File: config.mk
export PLATFORM = sky130hd
export DESIGN_NAME = cdb_arbiter
export DESIGN_NICKNAME = d
export VERILOG_FILES = /design/src/rtl/cdb_arbiter_pkg.sv /design/src/rtl/cdb_arbiter_rr_picker.sv /design/src/rtl/cdb_arbiter.sv
export SDC_FILE = /design/constraint.sdc
export NUM_CORES = 1
export LEC_CHECK = 0
export ABC_AREA = 1
export BUFFER_PORTS_ARGS = -buffer_cell sky130_fd_sc_hd__buf_2
export CAP_MARGIN = 20
export CORE_AREA = 2 2 223 225
export DETAILED_ROUTE_END_ITERATION = 6
export DIE_AREA = 0 0 225 227
export PLACE_DENSITY = 0.48
export SLEW_MARGIN = 20
export SYNTH_ARGS = -nofsm -noshare
export SYNTH_HDL_FRONTEND = slang
export SYNTH_SLANG_ARGS = --single-unit
File: constraint.sdc
create_clock -name i_clk -period 4.05 [get_ports i_clk]
set_clock_uncertainty 0.15 [all_clocks]
set_input_delay 0.6075 -clock i_clk [delete_from_list [all_inputs] [get_ports i_clk]]
set_output_delay 0.6075 -clock i_clk [all_outputs]
set_load 0.02 [all_outputs]
File: src/rtl/cdb_arbiter_pkg.sv
// Shared types and default sizing for the result-CDB arbiter and its requesting FUs.
package cdb_arbiter_pkg;

  localparam int NUM_CDB_REQ      = 4;
  localparam int CDB_PRIO_IDX     = 3;
  localparam int CDB_STARVE_LIMIT = 4;

  localparam int ROB_ID_W   = 5;
  localparam int PHY_REG_W  = 6;
  localparam int ARCH_REG_W = 5;
  localparam int XLEN       = 32;

  typedef enum logic [1:0] {
    FU_ALU = 2'd0,
    FU_MDU = 2'd1,
    FU_LSU = 2'd2,
    FU_BR  = 2'd3
  } fu_idx_e;

  typedef struct packed {
    logic [ROB_ID_W-1:0]   rob_id;
    logic [PHY_REG_W-1:0]  rd_phy;
    logic [ARCH_REG_W-1:0] rd_arch;
    logic [XLEN-1:0]       rd_value;
    logic [XLEN-1:0]       rs1_value_dbg;
    logic [XLEN-1:0]       rs2_value_dbg;
  } fu_cdb_reg_t;

  localparam int FU_CDB_W = $bits(fu_cdb_reg_t);

endpackage

File: src/rtl/cdb_arbiter_rr_picker.sv
// Round-robin picker: first set bit of i_mask scanning upward from i_ptr, wrapping modulo NUM_REQ.
module rr_picker
  import cdb_arbiter_pkg::*;
#(
  parameter int  NUM_REQ = NUM_CDB_REQ,
  localparam int IDX_W   = $clog2(NUM_REQ)
) (
  input  logic [NUM_REQ-1:0] i_mask,
  input  logic [IDX_W-1:0]   i_ptr,
  output logic [NUM_REQ-1:0] o_grant,
  output logic [IDX_W-1:0]   o_idx,
  output logic               o_valid
);

  int w_cand;

  always_comb begin
    o_grant = '0;
    o_idx   = '0;
    o_valid = 1'b0;
    w_cand  = 0;
    for (int k = 0; k < NUM_REQ; k++) begin
      w_cand = (int'(i_ptr) + k) % NUM_REQ;
      if (!o_valid && i_mask[IDX_W'(w_cand)]) begin
        o_valid                  = 1'b1;
        o_grant[IDX_W'(w_cand)] = 1'b1;
        o_idx                    = IDX_W'(w_cand);
      end
    end
  end

endmodule

File: src/rtl/cdb_arbiter.sv
// Arbitrates the single result CDB among the FUs: branch FU first (starvation-bounded),
// round robin for the rest, one registered result per cycle.
module cdb_arbiter
  import cdb_arbiter_pkg::*;
#(
  parameter int  NUM_REQ      = NUM_CDB_REQ,
  parameter int  PRIO_IDX     = CDB_PRIO_IDX,
  parameter int  STARVE_LIMIT = CDB_STARVE_LIMIT,
  localparam int IDX_W        = $clog2(NUM_REQ)
) (
  input  logic                      i_clk,
  input  logic                      i_rst,
  input  logic                      i_flush,
  input  logic [NUM_REQ-1:0]        i_req_valid,
  input  logic [NUM_REQ*FU_CDB_W-1:0] i_req_data,
  output logic [NUM_REQ-1:0]        o_req_ready,
  output logic                      o_cdb_valid,
  output logic [ROB_ID_W-1:0]       o_cdb_rob_id,
  output logic [PHY_REG_W-1:0]      o_cdb_rd_phy,
  output logic [ARCH_REG_W-1:0]     o_cdb_rd_arch,
  output logic [XLEN-1:0]           o_cdb_rd_value,
  output logic [XLEN-1:0]           o_cdb_rs1_value_dbg,
  output logic [XLEN-1:0]           o_cdb_rs2_value_dbg,
  output logic [IDX_W-1:0]          o_cdb_src
);

  localparam int CNT_W = $clog2(STARVE_LIMIT + 1);
  localparam logic [CNT_W-1:0]   LIMIT_C  = CNT_W'(STARVE_LIMIT);
  localparam logic [NUM_REQ-1:0] PRIO_BIT = NUM_REQ'(1) << PRIO_IDX;
  localparam logic [IDX_W-1:0]   PRIO_I   = IDX_W'(PRIO_IDX);
  localparam logic [IDX_W-1:0]   LAST_I   = IDX_W'(NUM_REQ - 1);

  fu_cdb_reg_t        w_req_arr [NUM_REQ];
  logic [NUM_REQ-1:0] w_rr_mask;
  logic               w_other_valid;
  logic [NUM_REQ-1:0] w_rr_grant;
  logic [IDX_W-1:0]   w_rr_idx;
  logic               w_rr_valid;
  logic [NUM_REQ-1:0] w_grant;
  logic [IDX_W-1:0]   w_gnt_idx;
  logic               w_gnt_valid;
  logic               w_gnt_prio;

  logic [IDX_W-1:0]   r_rr_ptr;
  logic [CNT_W-1:0]   r_starve_cnt;
  logic               r_cdb_valid;
  fu_cdb_reg_t        r_cdb_data;
  logic [IDX_W-1:0]   r_cdb_src;

  always_comb begin
    for (int i = 0; i < NUM_REQ; i++) begin
      w_req_arr[i] = i_req_data[i*FU_CDB_W +: FU_CDB_W];
    end
  end

  assign w_rr_mask     = i_req_valid & ~PRIO_BIT;
  assign w_other_valid = |w_rr_mask;

  rr_picker #(.NUM_REQ(NUM_REQ)) u_rr_picker (
    .i_mask  (w_rr_mask),
    .i_ptr   (r_rr_ptr),
    .o_grant (w_rr_grant),
    .o_idx   (w_rr_idx),
    .o_valid (w_rr_valid)
  );

  // No grant while in reset so an FU never sees a handshake that the output stage will discard.
  always_comb begin
    w_grant     = '0;
    w_gnt_idx   = '0;
    w_gnt_valid = 1'b0;
    w_gnt_prio  = 1'b0;
    if (!i_rst && !i_flush) begin
      if (i_req_valid[PRIO_IDX] && ((r_starve_cnt < LIMIT_C) || !w_other_valid)) begin
        w_grant     = PRIO_BIT;
        w_gnt_idx   = PRIO_I;
        w_gnt_valid = 1'b1;
        w_gnt_prio  = 1'b1;
      end else if (w_rr_valid) begin
        w_grant     = w_rr_grant;
        w_gnt_idx   = w_rr_idx;
        w_gnt_valid = 1'b1;
      end
    end
  end

  assign o_req_ready = w_grant;

  always_ff @(posedge i_clk or posedge i_rst) begin
    if (i_rst) begin
      r_cdb_valid  <= 1'b0;
      r_cdb_data   <= '0;
      r_cdb_src    <= '0;
      r_rr_ptr     <= '0;
      r_starve_cnt <= '0;
    end else begin
      r_cdb_valid <= w_gnt_valid;
      if (w_gnt_valid) begin
        r_cdb_data <= w_req_arr[w_gnt_idx];
        r_cdb_src  <= w_gnt_idx;
      end
      if (i_flush) begin
        r_rr_ptr     <= '0;
        r_starve_cnt <= '0;
      end else begin
        if (w_gnt_valid && !w_gnt_prio) begin
          r_rr_ptr <= (w_gnt_idx == LAST_I) ? '0 : w_gnt_idx + IDX_W'(1);
        end
        // The counter only measures branch grants that actually made someone else wait.
        if (!w_other_valid || (w_gnt_valid && !w_gnt_prio)) begin
          r_starve_cnt <= '0;
        end else if (w_gnt_prio && (r_starve_cnt != LIMIT_C)) begin
          r_starve_cnt <= r_starve_cnt + CNT_W'(1);
        end
      end
    end
  end

  assign o_cdb_valid         = r_cdb_valid;
  assign o_cdb_rob_id        = r_cdb_data.rob_id;
  assign o_cdb_rd_phy        = r_cdb_data.rd_phy;
  assign o_cdb_rd_arch       = r_cdb_data.rd_arch;
  assign o_cdb_rd_value      = r_cdb_data.rd_value;
  assign o_cdb_rs1_value_dbg = r_cdb_data.rs1_value_dbg;
  assign o_cdb_rs2_value_dbg = r_cdb_data.rs2_value_dbg;
  assign o_cdb_src           = r_cdb_src;

endmodule

# ---- Word-level counts from Yosys, hierarchy flattened
# Index checks and enable logic that the tools add are counted.
dict set report word_totals {
  reg_bits 120
  in_bits 455
  out_inout_bits 119
  word_cells 106
}
dict set report op_classes {
  n_addsub 5
  n_lt_le_gt_ge 10
  n_eq_ne 2
  n_mux 52
  n_bitwise 4
  n_reduce_logical 23
}
# cell n
set ops {}
lappend ops {{$bmux W112 S2} 1}
lappend ops {{$mux W112} 2}
lappend ops {{$mux W4} 7}
lappend ops {{$mux W1} 21}
lappend ops {{$mux W2} 10}
lappend ops {{$lt A2 B4 Y1 const B} 4}
lappend ops {{$or A4 B4 Y4} 3}
lappend ops {{$logic_and A1 B1 Y1} 11}
lappend ops {{$mux W3} 3}
lappend ops {{$bmux W1 S2} 4}
lappend ops {{$demux W1 S2} 4}
lappend ops {{$ge A2 B1 Y1 const B} 4}
lappend ops {{$logic_not A1 Y1} 7}
lappend ops {{$add A2 B1 Y2 const B} 2}
lappend ops {{$add A2 B2 Y2 const B} 2}
lappend ops {{$add A3 B1 Y3 const B} 1}
lappend ops {{$ge A3 B3 Y1 const B} 1}
lappend ops {{$lt A3 B3 Y1 const B} 1}
lappend ops {{$ne A3 B3 Y1 const B} 1}
lappend ops {{$not A2 Y3} 1}
lappend ops {{$reduce_bool A3 Y1} 1}
lappend ops {{$reduce_or A3 Y1} 1}
lappend ops {{$eq A2 B2 Y1 const B} 1}
lappend ops {{$logic_or A1 B1 Y1} 2}
lappend ops {{$reduce_bool A2 Y1} 1}

# ---- Depth between registers and ports, before layout
# Gate-level depths: netlist of the first run.
dict set report logic_depth {
  word_depth 20
  depth_mapped 15
  mapped_depth_nobuf 14
}

# ---- Modules after synthesis
# A second synthesis of the first run with hierarchy kept.
dict set report unflattened {
  cells_unflattened 1284
  hier_area_um2 8314.2
}
# mod instances cells_each area_per_inst_um2 seq_area_each_um2
set modules_own_cells {}
lappend modules_own_cells {cdb_arbiter 1 1192 7803.7 3002.9}
lappend modules_own_cells {rr_picker 1 92 510.5 0.0}

# ---- Worst setup path after synthesis of the first run
# No wires, ideal clock.
dict set report synth_path {
  path_type {register to output}
  startpoint {register r_rr_ptr[0]}
  endpoint {output port o_req_ready[1]}
  arrival_time_ns 2.234
  required_ns 3.293
  path_slack_ns 1.059
  path_stages_with_launch 12
  n_path_buf 0
  path_cell_list {dfrtp_1 -> inv_2 -> ha_1 -> inv_1 -> nand3_1 -> nand2_1 -> nor2_2 -> nand2_1 -> or2_2 -> inv_1 -> nand2_1 -> a31oi_1}
}
dict set report synth_via {
  elab_chain_len 16
  word_cells_on_any_way 55
  cone_classes {add/sub (3); order compare (8); mux (31); bitwise (3); reduce/logical (10)}
}
# item line_no
set synth_rtl {}
lappend synth_rtl {{from (decl)} cdb_arbiter.sv:44} ;# logic [IDX_W-1:0] r_rr_ptr;
lappend synth_rtl {{from (signal assigned)} cdb_arbiter.sv:107} ;# r_rr_ptr <= (w_gnt_idx == LAST_I) ? '0 : w_gnt_idx + IDX_W'(1);
lappend synth_rtl {{branches (longest 13 deep; another with $lt A2 B4 Y1)} -}
lappend synth_rtl {{$mux W4 (*)} cdb_arbiter.sv:79} ;# end else if (w_rr_valid) begin
lappend synth_rtl {{$mux W4 (*)} cdb_arbiter.sv:74} ;# if (i_req_valid[PRIO_IDX] && ((r_starve_cnt < LIMIT_C) || !w_other_valid)) begin
lappend synth_rtl {{$mux W4 (*)} cdb_arbiter.sv:73} ;# if (!i_rst && !i_flush) begin
lappend synth_rtl {{to (decl)} cdb_arbiter.sv:16} ;# output logic [NUM_REQ-1:0] o_req_ready,
# Every way passes the cells marked *. The select of a mux whose other input is x is not followed.

# ---- Worst setup path in the final report of the first run
# Same ends and word-level chain as after synthesis.

==> flow_summary.json, run 1 <==
{
  "routed_wl_um": 42500,
  "ys_types": 29,
  "grt_pass1_wl_um": 62800,
  "critical_path_class": "flip-flop to primary output",
  "cts_resized": 0,
  "p_per_area_mw_per_mm2": 424,
  "cellLeakagePower_nw": 7.27,
  "final_cell_mix": "buf_2 (573), nand2_1 (488), nor2_1 (347), nand3_1 (234), inv_1 (127)",
  "cts_tree": "yes",
  "die_area_mm2": 0.0511,
  "required_ns": 3.29,
  "antenna_found_initial": 5,
  "start_util_pct": 19.6,
  "ys_seq_elements": 120,
  "num_vias": 11600,
  "insertion_delay_ns": 0.47,
  "hold_buffers": 0,
  "syn-instance-count": 1583,
  "ys_seq_area_share_pct": 31.6,
  "crit_fanout": 12,
  "ant_nets": 0,
  "grt_use_met1_pct": 18.7,
  "grt_overflow": 0,
  "die_h_um": 227,
  "postLayoutCoreUtil_pct": 27.8,
  "postSynthNetCount": 2049,
  "fin_cells": 2739,
  "nets": 2567,
  "setup_viol": 0,
  "slew-limit-headroom_pct": 37.0,
  "grt_use_met2_pct": 28.3,
  "synth_area_mm2": 0.00950,
  "drc": 0,
  "final_common_cell": "buf_2",
  "cp-start-kind": "flip-flop",
  "dp_hpwl_um": 32000,
  "cts_made_buffers": 17,
  "slew_violations": 0,
  "ioPinCount": 574,
  "wl_per_cell_um": 15.5,
  "grt_pass1_vias": 11400,
  "met3_usage_pct": 3.98,
  "port_buffers": 573,
  "vias_per_cell": 4.23,
  "worst_pin_slew_ns": 0.945,
  "clk_pin_slew_ns": 0.06,
  "htree_levels": 4,
  "rows": 81,
  "cts.sinks": 120,
  "ys_warn_count": 0,
  "clk_path_buf_depth": 2,
  "finalCritPeriodShare_pct": 92.7,
  "drt_first_pass_iters": 5,
  "cp-end-kind": "primary output",
  "dp_cells": 2704,
  "drt_iter0_drc": 539,
  "fin_crit_ns": 3.76,
  "setup_tns_ns": 0,
  "hold_viol": 0,
  "grtUsageTotal_pct": 16.2,
  "root_buffer": "clkbuf_16",
  "hp-class": "input port to asynchronous set/reset pin",
  "coreArea_mm2": 0.0485,
  "peakVddDrop_mv": 0.227,
  "synthToLayoutAreaGrowth_pct": 42.3,
  "place_congestion": 0.880,
  "post_cts_buffers": 0,
  "grt-busiest-layer": "met2",
  "avgSynthCellArea_um2": 6.00,
  "arrival_ns": 3.00,
  "final_layout_size_suffix_gt1_share_pct": 35.8,
  "rsz0062_at_grt": "no",
  "fmax_ghz": 0.266,
  "dieWidth_um": 225,
  "outcome": "completed",
  "grt_max_degree": 114,
  "maxCapViolCount": 0
}
[report_power, final]
part / total, mW / switching [mW] / internal, mW / leakage [nW]
Clock: 1.65 / 0.620 / 1.03 / 0.300
Sequential: 1.71 / 0.175 / 1.54 / 1.31
Combinational: 2.38 / 1.48 / 0.899 / 5.66
Total: 5.74 / 2.27 / 3.46 / 7.27
[per-layer routing]
layer / vias to the layer above / share of wire (%)
met5: - / 0.087
met4: 6 / 3.2
met3: 67 / 6.4
met2: 416 / 49
met1: 5228 / 41
li1: 5874 / -
[area by class of cell]
| cell class | count | area (µm²) |
|---|---|---|
| flip-flops and latches | 120 | 3000 |
| well taps | 622 | 778 |
| clock inverters | 8 | 118 |
| fillers | 5536 | 35000 |
| diodes | 3 | 7.51 |
| clock buffers | 24 | 492 |
| inverters | 134 | 510 |
| multi-input cells | 1232 | 5430 |
| repair buffers | 596 | 3180 |
[sequential cells by signal, indices dropped and copies added (netlist names)]
signal               count
o_cdb_src                2
r_rr_ptr                 2
o_cdb_rs2_value_dbg     32
o_cdb_valid              1
o_cdb_rd_phy             6
o_cdb_rd_arch            5
o_cdb_rob_id             5
o_cdb_rd_value          32
r_starve_cnt             3
o_cdb_rs1_value_dbg     32
[Yosys cell counts, drive strengths merged]
cell type,count,area share (%)
nand3b,2,0.16
ha,11,1.4
nand4,1,0.066
a21oi,4,0.25
nor3,4,0.26
clkbuf,29,1.1
nand3,235,12
nor2,351,14
o21ai,10,0.53
inv,134,5.3
a22oi,2,0.16
buf,68,5.1
or2,112,7.4
nand2,494,20
dfrtp,120,32
xor2,2,0.18
a31oi,4,0.26
[cell families after synthesis]
kind of cell    Yosys count  share of synthesized area [%]
fa+ha+maj                11                           1.45
buf+inv                 231                           11.6
simple gates           1199                           54.0
xor+xnor                  2                          0.184
compound gates           20                           1.20
flops                   120                           31.6
[critical path, cell delays in order (launching register included)]
cell and delay [ns]:
dfrtp_1 0.56, inv_2 0.19, ha_1 0.41, inv_1 0.13, nand3_1 0.10, nand2_1 0.08, nor2_2 0.19, nand2_1 0.08
or2_2 0.30, inv_1 0.08, nand2_1 0.05, a31oi_1 0.16, buf_2 0.20
[final timing paths]
path | to | start | slack, ns | cells past startpoint
max | o_req_ready[1] | r_rr_ptr[0] | 0.29 | 12
max in group asynchronous | o_cdb_rs2_value_dbg[14] | i_rst | 2.73 | 3
min reg2reg | o_cdb_src[0] | o_cdb_src[0] | 0.36 | 2
min | o_cdb_rd_value[2] | i_rst | 0.21 | 2
min in group i_clk | o_cdb_rd_value[11] | i_req_data[411] | 0.30 | 5
max reg2reg | o_cdb_rs2_value_dbg[10] | r_rr_ptr[0] | 0.80 | 15
[through the flow]
stage	hold WS [ns]	cell area (µm²)	total power, mW	setup WS [ns]
2_1_floorplan	0.376	9500	3.19	0.107
6_report	0.212	13500	5.74	0.294
3_3_place_gp	0.323	12900	4.13	0.778
3_5_place_dp	0.343	12900	4.14	0.807
4_1_cts	0.206	13500	5.86	0.255
5_1_grt	0.283	13500	6.13	0.0718
Note: power is estimated with default switching activity, not from simulation.
==> run 2: changes to the inputs <==
ABC_AREA = unset   (was 1)
CORE_AREA = 2 2 224 226   (was 2 2 223 225)
DIE_AREA = 0 0 226 228   (was 0 0 225 227)
PLACE_DENSITY = 0.42   (was 0.48)
==> run 2 against run 1 <==
  * Fmax rose by 3.7%
  * Sequential cell count did not move
  * Clock power fell by 10%
  * Count of clock-buffer cells in the layout did not move
  * Sequential power fell by 9%
  * Sequential share of layout area rose by 4.2 points
  * Die area rose by 0.89%
  * Core utilization fell by 4.8 points
  * Non-clock buffer count rose by 4
  * Critical path type unchanged
==> flow_summary.json, run 2 <==
{
  "ys_seq_elements": 120,
  "root_buffer": "clkbuf_16",
  "grt_max_degree": 63,
  "cts_made_buffers": 17,
  "synth.mux.area_fraction_pct": 2.23,
  "grt_pass1_wl_um": 56400,
  "p_sw_mw": 1.60,
  "cp-start-kind": "flip-flop",
  "nets": 1870,
  "rsz0062_at_grt": "no",
  "worst_r2r_path_depth": 8,
  "ioPinCount": 574,
  "drt_first_pass_iters": 4,
  "required_ns": 3.29,
  "maxCapViolCount": 0,
  "clockPowerShare_pct": 32.9,
  "outcome": "completed",
  "p_per_area_mw_per_mm2": 394,
  "wl_per_cell_um": 18.2,
  "coreArea_mm2": 0.0493,
  "rows": 82,
  "synth_top_family_by_area": "compound AO/OA/AOI/OAI gates",
  "cts.sinks": 120,
  "grt_overflow": 0,
  "critical_path_class": "flip-flop to primary output",
  "hold_depth": 3,
  "cellLeakagePower_nw": 5.41,
  "yosysTopAreaCellShare_pct": 41.8,
  "nFillCells": 5533,
  "die_h_um": 228,
  "synth_compound_area_share_pct": 27.0,
  "postSynthNetCount": 1330,
  "setup_viol": 0,
  "peakVddDrop_mv": 0.275,
  "setup_tns_ns": 0,
  "fin_cells": 2086,
  "cp-end-kind": "primary output",
  "ys_seq_area_share_pct": 41.8,
  "ys_types": 46,
  "grt_pass1_vias": 9353,
  "netlist_top_cells_area": "dfrtp_1 (42%), a311oi_1 (12%), nand2_1 (11%), o22ai_1 (8.6%), nor2_1 (6.2%)",
  "fin_crit_ns": 3.62,
  "cts_resized": 0,
  "routed_wl_um": 38000,
  "crit_fanout": 11,
  "synthToLayoutAreaGrowth_pct": 58.5,
  "yosysMostFrequentCell": "nand2_1",
  "htree_levels": 4,
  "dp_hpwl_um": 28300,
  "final_common_cell": "buf_2",
  "syn-instance-count": 864,
  "dieWidth_um": 226,
  "cts_tree": "yes",
  "die_area_mm2": 0.0515,
  "p_sw_share_pct": 35.6,
  "synthTopCellsByCount": "nand2_1 (208), dfrtp_1 (120), nor2_1 (119)",
  "synth_xor_area_share_pct": 0.122,
  "final_cell_mix": "buf_2 (573), nand2_1 (208), dfrtp_1 (120), nor2_1 (119), o22ai_1 (99)",
  "arrival_ns": 2.86,
  "place_congestion": 0.891,
  "drt_iter0_drc": 451,
  "fmax_ghz": 0.276,
  "grtUsageTotal_pct": 14.5,
  "power_frac_seq_pct": 34.8,
  "port_buffers": 573,
  "avgSynthCellArea_um2": 8.31,
  "synth_flop_cell": "dfrtp_1",
  "rrSetupSlack_ns": 0.91,
  "slew-limit-headroom_pct": 59.4,
  "synth_area_mm2": 0.00718,
  "finalCritPeriodShare_pct": 89.4,
  "hold_viol": 0,
  "dp_cells": 2056,
  "synth_top_area_cell": "dfrtp_1",
  "num_vias": 9120,
  "insertion_delay_ns": 0.46,
  "clk_path_buf_depth": 2,
  "hp-class": "input port to flip-flop",
  "antenna_found_initial": 2,
  "clk_pin_slew_ns": 0.06,
  "synthArstFlopShare_pct": 100,
  "start_util_pct": 14.6,
  "vias_per_cell": 4.37,
  "slew_violations": 0,
  "ant_nets": 0,
  "ys_warn_count": 0,
  "synth-simple-area-share_pct": 20.6,
  "synth_adder_area_share_pct": 1.92,
  "synth-edff-count": 0,
  "comb_power_share_pct": 32.3,
  "p_total_mw": 4.48,
  "final_layout_size_suffix_gt1_share_pct": 44.7,
  "drc": 0,
  "worst_pin_slew_ns": 0.609,
  "p_int_mw": 2.88
}
run 2: changes by cell type after synthesis, moves of 11 or more:
cell	previous run	this run
nand2_1	489	208
nand3_1	234	4
nor2_1	347	119
inv_1	128	8
or2_2	112	0
o22ai_1	0	99
a311oi_1	0	97
buf_4	37	15
a221oi_1	0	16
mux2i_1	0	16
or3_1	0	16
o21ai_0	9	20
run 2: path summary, 6_finish.rpt:
| kind | end | startpoint |
|---|---|---|
| worst max-delay path | o_req_ready[3] | r_rr_ptr[0] |
| worst min-delay path | o_cdb_rs2_value_dbg[6] | i_req_data[118] |
| worst max register to register | o_cdb_rs2_value_dbg[21] | r_rr_ptr[0] |
| worst min register to register | o_cdb_src[1] | o_cdb_src[1] |
| max in group asynchronous | o_cdb_rs1_value_dbg[31] | i_rst |
| min in group asynchronous | r_starve_cnt[0] | i_rst |
run 2: cell type report:
cell class              count  area [µm²]  share of cell area [%]
multi-input cells         656        3750                    32.9
flip-flops and latches    120        3000                    26.4
well taps                 672         841                    7.39
clock inverters             4        45.0                   0.396
repair buffers            600        3210                    28.2
inverters                   9        43.8                   0.385
clock buffers              24         492                    4.32
diodes                      1        2.50                  0.0220
run 2: routing by layer:
| layer | routed length [µm] | part of all wire (%) | track usage [%] | vias up |
|---|---|---|---|---|
| met1 | 15400 | 41 | 17.2 | 4371 |
| met3 | 2820 | 7.4 | 3.72 | 62 |
| met4 | 1360 | 3.6 | 7.64 | 2 |
| met5 | 10 | 0.026 | 0 | - |
| li1 | - | - | - | 4279 |
| met2 | 18400 | 48 | 24.0 | 406 |
run 2: what timing repair did:
action                                 4_1_cts  5_1_grt
setup endpoints to repair                    0        0
buffers inserted                             0        0
hold buffers                                 1        0
endpoints found under the hold margin       28        0
run 2: worst max-delay path, stage by stage (launching register included):
cell and delay (ns):
dfrtp_1 0.34, inv_1 0.12, ha_1 0.48, nor2b_1 0.10, o21bai_1 0.16, o32ai_1 0.55, o211ai_1 0.17, a41oi_1 0.27
buf_2 0.21
run 2: kinds of logic (layout without fill, tap and decap cells):
group                      Yosys count  count (layout)
and+or+nand+nor                    366             366
adders and majority gates           11              11
AOI/OAI and AO/OA                  262             262
muxes                               16              16
xor gates and xnor gates             1               1
DFF                                120             120
other                                0               1
buffers and inverters               88             637
run 2: power by group through the flow:
stage | registers, mW | logic, mW | clock network (mW)
2_1_floorplan | 1.85 | 0.493 | 0
3_3_place_gp | 1.57 | 1.46 | 0
3_5_place_dp | 1.57 | 1.46 | 0
4_1_cts | 1.56 | 1.46 | 1.56
5_1_grt | 1.59 | 1.57 | 1.58
6_report | 1.56 | 1.45 | 1.48
run 2: stage by stage:
step           setup WS [ns]  util [%]  cell area (µm²)  hold slack, ns
6_report               0.429      23.1            11400           0.240
3_5_place_dp           0.869      22.0            10800           0.319
3_3_place_gp           0.885      22.0            10800           0.314
2_1_floorplan          0.107         -             7180           0.363
5_1_grt                0.124      23.1            11400           0.216
4_1_cts                0.350      23.1            11400           0.178
